<file path="src/rtl/cache_pkg.sv">
// Shared op codes, sequencer states and request layout for the cache trace front end.
package cache_pkg;

    localparam logic [7:0] OP_READ     = 8'h52;
    localparam logic [7:0] OP_WRITE    = 8'h57;
    localparam logic [7:0] OP_NOP      = 8'h00;
    localparam logic [7:0] OP_READ_LC  = 8'h72;
    localparam logic [7:0] OP_WRITE_LC = 8'h77;

    typedef enum logic [1:0] {
        S_IDLE,
        S_ISSUE,
        S_GAP
    } seq_state_t;

    typedef struct packed {
        logic [47:0] addr;
        logic [7:0]  op;
    } cache_req_t;

    // Folds lower-case ops onto upper case; anything unrecognised comes back as OP_NOP.
    function automatic logic [7:0] normalise_op(input logic [7:0] op);
        logic [7:0] res;
        res = OP_NOP;
        case (op)
            OP_READ,  OP_READ_LC:  res = OP_READ;
            OP_WRITE, OP_WRITE_LC: res = OP_WRITE;
            default:               res = OP_NOP;
        endcase
        return res;
    endfunction

endpackage

</file>
<file path="src/rtl/cache_req_fifo.sv">
// Small synchronous request FIFO with synchronous flush and occupancy count.
module cache_req_fifo #(
    parameter int W     = 56,
    parameter int DEPTH = 8,
    localparam int AW   = $clog2(DEPTH)
) (
    input  logic          clk,
    input  logic          reset,
    input  logic          push,
    input  logic          pop,
    input  logic          flush,
    input  logic [W-1:0]  din,
    output logic [W-1:0]  dout,
    output logic          full,
    output logic          empty,
    output logic [AW:0]   count
);

    logic [W-1:0]  mem [DEPTH];
    logic [AW-1:0] wr_ptr;
    logic [AW-1:0] rd_ptr;
    logic          do_push;
    logic          do_pop;

    assign full    = (count == (AW+1)'(DEPTH));
    assign empty   = (count == '0);
    assign do_push = push && !full;
    assign do_pop  = pop && !empty;
    assign dout    = mem[rd_ptr];

    always_ff @(posedge clk or negedge reset) begin
        if (!reset) begin
            wr_ptr <= '0;
            rd_ptr <= '0;
            count  <= '0;
        end else if (flush) begin
            wr_ptr <= '0;
            rd_ptr <= '0;
            count  <= '0;
        end else begin
            if (do_push) wr_ptr <= wr_ptr + AW'(1);
            if (do_pop)  rd_ptr <= rd_ptr + AW'(1);
            case ({do_push, do_pop})
                2'b10:   count <= count + (AW+1)'(1);
                2'b01:   count <= count - (AW+1)'(1);
                default: ;
            endcase
        end
    end

    // Storage is deliberately not reset; contents are only meaningful below count.
    always_ff @(posedge clk) begin
        if (do_push && !flush) mem[wr_ptr] <= din;
    end

endmodule

</file>
<file path="src/rtl/cache_trace_sequencer.sv">
// Trace request sequencer: filters and normalises ops, queues them, and issues one
// request per slot to the cache engine with a fixed spacing of ISSUE_GAP cycles.
//
// state   | meaning
// S_IDLE  | nothing in flight; pops as soon as enabled and the FIFO has work
// S_ISSUE | request on cache_addr/cache_op for exactly one cycle
// S_GAP   | spacing wait after an issue; behaves as S_IDLE once the counter hits 0
module cache_trace_sequencer
    import cache_pkg::*;
#(
    parameter int ADDR_W    = 48,
    parameter int OP_W      = 8,
    parameter int DEPTH     = 8,
    parameter int ISSUE_GAP = 2
) (
    input  logic                       clk,
    input  logic                       reset,
    input  logic                       enable,
    input  logic                       flush,
    input  logic                       in_valid,
    output logic                       in_ready,
    input  logic [ADDR_W-1:0]          in_addr,
    input  logic [OP_W-1:0]            in_op,
    output logic [ADDR_W-1:0]          cache_addr,
    output logic [OP_W-1:0]            cache_op,
    output logic                       issue_valid,
    output logic [$clog2(DEPTH):0]     fifo_count,
    output logic [17:0]                issued_count,
    output logic [15:0]                dropped_count,
    output logic                       idle
);

    localparam int RW = ADDR_W + OP_W;
    localparam int GW = (ISSUE_GAP > 2) ? $clog2(ISSUE_GAP - 1) : 1;
    localparam logic [GW-1:0] GAP_LOAD = (ISSUE_GAP > 1) ? GW'(ISSUE_GAP - 2) : '0;

    seq_state_t      state;
    logic [GW-1:0]   gap_cnt;
    logic [OP_W-1:0] norm_op;
    logic            op_legal;
    logic            accept;
    logic            fifo_push;
    logic            fifo_full;
    logic            fifo_empty;
    logic [RW-1:0]   fifo_dout;
    logic            slot_open;
    logic            pop_now;

    assign norm_op   = normalise_op(in_op);
    assign op_legal  = (norm_op != OP_NOP);
    assign in_ready  = !fifo_full;
    // A push that coincides with flush is swallowed entirely, legal or not.
    assign accept    = in_valid && in_ready && !flush;
    assign fifo_push = accept && op_legal;

    always_comb begin
        slot_open = 1'b0;
        case (state)
            S_IDLE:  slot_open = 1'b1;
            S_ISSUE: slot_open = (ISSUE_GAP == 1);
            S_GAP:   slot_open = (gap_cnt == '0);
            default: slot_open = 1'b0;
        endcase
    end

    assign pop_now = slot_open && enable && !fifo_empty && !flush;
    assign idle    = (state == S_IDLE) && fifo_empty;

    cache_req_fifo #(
        .W     (RW),
        .DEPTH (DEPTH)
    ) u_fifo (
        .clk   (clk),
        .reset (reset),
        .push  (fifo_push),
        .pop   (pop_now),
        .flush (flush),
        .din   ({in_addr, norm_op}),
        .dout  (fifo_dout),
        .full  (fifo_full),
        .empty (fifo_empty),
        .count (fifo_count)
    );

    always_ff @(posedge clk or negedge reset) begin
        if (!reset) begin
            state        <= S_IDLE;
            gap_cnt      <= '0;
            cache_addr   <= '0;
            cache_op     <= OP_NOP;
            issue_valid  <= 1'b0;
            issued_count <= '0;
        end else begin
            if (state == S_ISSUE && issued_count != '1) issued_count <= issued_count + 18'd1;

            if (pop_now) begin
                cache_addr  <= fifo_dout[RW-1:OP_W];
                cache_op    <= fifo_dout[OP_W-1:0];
                issue_valid <= 1'b1;
                state       <= S_ISSUE;
            end else begin
                cache_op    <= OP_NOP;
                issue_valid <= 1'b0;
                case (state)
                    S_IDLE: state <= S_IDLE;
                    S_ISSUE: begin
                        if (ISSUE_GAP > 1) begin
                            gap_cnt <= GAP_LOAD;
                            state   <= S_GAP;
                        end else begin
                            state   <= S_IDLE;
                        end
                    end
                    S_GAP: begin
                        if (gap_cnt == '0) state <= S_IDLE;
                        else               gap_cnt <= gap_cnt - GW'(1);
                    end
                    default: state <= S_IDLE;
                endcase
            end
        end
    end

    always_ff @(posedge clk or negedge reset) begin
        if (!reset) begin
            dropped_count <= '0;
        end else if (accept && !op_legal && dropped_count != '1) begin
            dropped_count <= dropped_count + 16'd1;
        end
    end

endmodule

</file>
<file path="config.mk">
export PLATFORM = sky130hd
export DESIGN_NAME = cache_trace_sequencer
export DESIGN_NICKNAME = d
export VERILOG_FILES = /design/src/rtl/cache_pkg.sv /design/src/rtl/cache_req_fifo.sv /design/src/rtl/cache_trace_sequencer.sv
export SDC_FILE = /design/constraint.sdc
export NUM_CORES = 1
export LEC_CHECK = 0
export BUFFER_PORTS_ARGS = -buffer_cell sky130_fd_sc_hd__buf_2
export CORE_MARGIN = 3
export CORE_UTILIZATION = 44
export CTS_BUF_LIST = sky130_fd_sc_hd__clkbuf_4 sky130_fd_sc_hd__clkbuf_8
export CTS_CLUSTER_SIZE = 24
export DETAILED_ROUTE_END_ITERATION = 10
export PLACE_DENSITY = 0.61
export SYNTH_ARGS = -nofsm -noshare
export SYNTH_HDL_FRONTEND = slang
export SYNTH_SLANG_ARGS = --single-unit
</file>
<file path="constraint.sdc">
create_clock -name clk -period 7.8 [get_ports clk]
set_input_delay 0.78 -clock clk [delete_from_list [all_inputs] [get_ports clk]]
set_output_delay 0.78 -clock clk [all_outputs]
set_load 0.005 [all_outputs]
</file>
==> metrics.md <==
| Metric | Value |
|---|---|
| Avg WL per Cell | 20.9 microns |
| EDFF count, synth | 400 |
| CTS Buffer Depth | 3 |
| Layout cell share with drive strength beyond 1 | 35.0% |
| Area grow syn2layout | 16.7% |
| Die area | 45700 sq um |
| Post-Route WL | 38100 microns |
| Setup Skew | 0.0212 ns |
| Clk sinks | 496 |
| Chip width | 214 microns |
| Synth unique cells | 51 |
| Critical path class | primary input to register |
| Reg2reg setup slack | 4.64 ns |
| Syn_area_per_cell | 19.7 sq um |
| First-pass GRT wire length | 58800 microns |
| Crit path launch type | primary input |
| Vias in the first global route | 9906 |
| Ys flop type | edfxtp_1 |
| Leak | 0.00779 uW |
| Placed Instances | 1668 |
| Slew Viols, Final | 0 |
| Total CTS buffers | 81 |
| H-tree levels | 3 |
| Clock slew at reported path FFs | 0.05 ns |
| Final hold vios | 0 |
| GPL Wtd Cong | 0.775 |
| DR vias | 9390 |
| Final WS setup | 4.59 ns |
| Worst EP arrival | 3.43 ns |
| GRT Util Overall | 17.2% |
| HPWL Detailed | 20500 microns |
| Post-route ant nets | 0 |
| Layout net count | 1242 |
| Crit Reg-Reg Startpoint | u_fifo.count[0] |
| Register area share after synthesis | 75.8% |
| # DRC | 0 |
| Synth Instances | 966 |
| Via density | 5.15 |
| Die height | 214 microns |
| Cell Pwr Density | 295 nW/um^2 |
| I/O Buffers | 153 |
| Reg2reg path depth | 6 |
| Grt ovf | 0 |
| Fin crit share | 41.1% |
| Worst EP required | 8.02 ns |
| Setup bufs post-CTS | 0 |
| Final cell count without fillers | 1823 |
| Initial Util | 44.9% |
| Crit path max fanout | 42 |
| CP peak stage delay | 0.80 ns |
| Row count | 75 |
| Root Driver | clkbuf_8 |
| Synthesized area | 19000 sq um |
| Status | finished, final reports clean |
| Slowest-stage cell, CP | nor3_2 |
| IO Pins | 158 |
| CTS tree | built |
| Setup TNS | 0 ns |
| Yosys warns | 0 |
| Dpl ws | 3.89 ns |
| Largest net degree at the start of global routing | 105 |
| Critical Path Sink Type | register |
| Max-Cap Viols | 0 |
| DR pass1 iterations | 5 |
| FMAX | 312 MHz |
| Slew margin rel. | 24.6% |
| Worst r2r dst | u_fifo.mem[3][23] |
| Later-pin clock latency in the skew report | 0.61 ns |
| Final setup viols | 0 |
| Core area | 42300 sq um |
| Register bit total from synthesis | 496 |
| VDD IR-drop max | 159 uV |
| Initial antenna violation count | 7 |
| Worst slew pin tran | 1.13 ns |
| Final min period | 3.21 ns |
| RSZ-0062 raised after global routing | false |
| CTS-repair resized insts | 0 |
| Hold-fix buffers, CTS | 0 |
| CP cell instances | buf_2 -> and3b_1 -> nand3_1 -> inv_2 -> nand2_1 -> nor3_2 -> buf_4 |
| DR iter-0 viols | 637 |
| FFs w/ async S/R, synth | 19.4% |
| Hold Crit Class | primary input to async pin |
-- cell usage in the layout (no fill, tap or decap), drive strengths merged, types with 2 or more instances in the layout --
cell type  instances
diode              3
nor2b              5
mux2i             51
buf              171
conb               3
nor2              21
clkbuf           134
and4               7
ha                 6
xnor2             21
xor2              11
a21oi              5
o21ai             55
nand2             67
nand2b             3
and3               6
clkinv            16
a31oi              2
mux4             100
nand3b             2
clkinvlp           2
nand3             14
dfrtp             96
nand4             14
edfxtp           400
mux2               3
a41oi              2
inv                5
a21boi             2
nor3               6
a211oi             2
-- flip-flops by register name, summed over array words and instances, names as in the netlist --
register / cells
state: 2
u_fifo.count: 4
dropped_count: 16
u_fifo.mem: 400
u_fifo.wr_ptr: 3
issued_count: 18
u_fifo.rd_ptr: 3
cache_op: 2
cache_addr: 48
-- report_power, final --
part / internal [uW] / total, uW / leakage, uW / switching [uW]
Sequential: 3020 / 3180 / 0.00483 / 154
Clock: 1300 / 2280 / 0.000907 / 972
Combinational: 571 / 1100 / 0.00206 / 526
Total: 4900 / 6550 / 0.00779 / 1650
-- synth_stat cells (3+ instances only) --
master / instances / share of area (%)
edfxtp_1: 400 / 63
mux4_2: 100 / 12
dfrtp_1: 96 / 13
nand2_1: 66 / 1.3
o21ai_0: 52 / 1.4
mux2i_1: 51 / 2.7
nor2_1: 21 / 0.41
xnor2_1: 21 / 0.97
buf_2: 20 / 0.53
clkbuf_1: 17 / 0.34
nand4_1: 14 / 0.46
nand3_1: 12 / 0.32
xor2_1: 11 / 0.51
and4_1: 7 / 0.32
buf_4: 6 / 0.24
ha_1: 6 / 0.39
nor3_1: 6 / 0.16
a21oi_1: 5 / 0.13
and3_1: 5 / 0.16
nor2b_1: 5 / 0.16
buf_1: 4 / 0.079
inv_1: 4 / 0.079
nand2b_1: 3 / 0.099
-- cells by family after synthesis --
logic type / synth area share, %
flops: 75.8
buf+inv: 1.34
other cells: 0.0197
mux: 14.7
compound gates: 2.10
xor+xnor: 1.47
simple gates: 4.04
fa+ha+maj: 0.500
-- final cells by class --
type / count / area [sq um]
Timing Repair Buffer: 171 / 903
Tap cell: 577 / 722
Clock inverter: 18 / 82.6
Inverter: 5 / 18.8
Antenna cell: 3 / 7.51
Fill cell: 3457 / 20100
Clock buffer: 134 / 1610
Sequential cell: 496 / 14400
Multi-Input combinational cell: 419 / 4410
-- worst max path at each step --
stage / start / to / slack, ns
6_report: in_op[3] / u_fifo.mem[2][27] / 4.59
3_5_place_dp: in_op[3] / u_fifo.mem[2][52] / 3.89
3_3_place_gp: in_op[3] / u_fifo.mem[2][52] / 3.91
4_1_cts: u_fifo.count[0] / u_fifo.mem[3][23] / 4.50
5_1_grt: u_fifo.count[0] / u_fifo.mem[3][23] / 4.36
2_1_floorplan: in_op[3] / u_fifo.mem[0][10] / 0.98
-- per-layer routing --
layer | up-vias | share of wire [%] | track usage (%) | routed length (microns)
li1 | 4285 | - | - | -
met5 | - | 0.13 | 0 | 48
met4 | 8 | 1.5 | 5.58 | 577
met2 | 245 | 48 | 26.8 | 18100
met3 | 53 | 5.9 | 4.02 | 2240
met1 | 4799 | 45 | 24.3 | 17100
-- critical path: cells and delay by family --
family | cells | cell delay [ns]
simple gates | 4 | 1.46
buf+inv | 3 | 1.16
-- per-stage QoR --
step           area [sq um]  util, %  power (uW)  hold WS, ns
2_1_floorplan         19000        -        3960        0.468
3_3_place_gp          20500     48.4        4340        0.459
3_5_place_dp          20500     48.4        4360        0.465
4_1_cts               22200     52.4        6670       0.0815
5_1_grt               22200     52.4        6930        0.115
6_report              22200     52.4        6550        0.122
(Power assumes the default switching activity.)
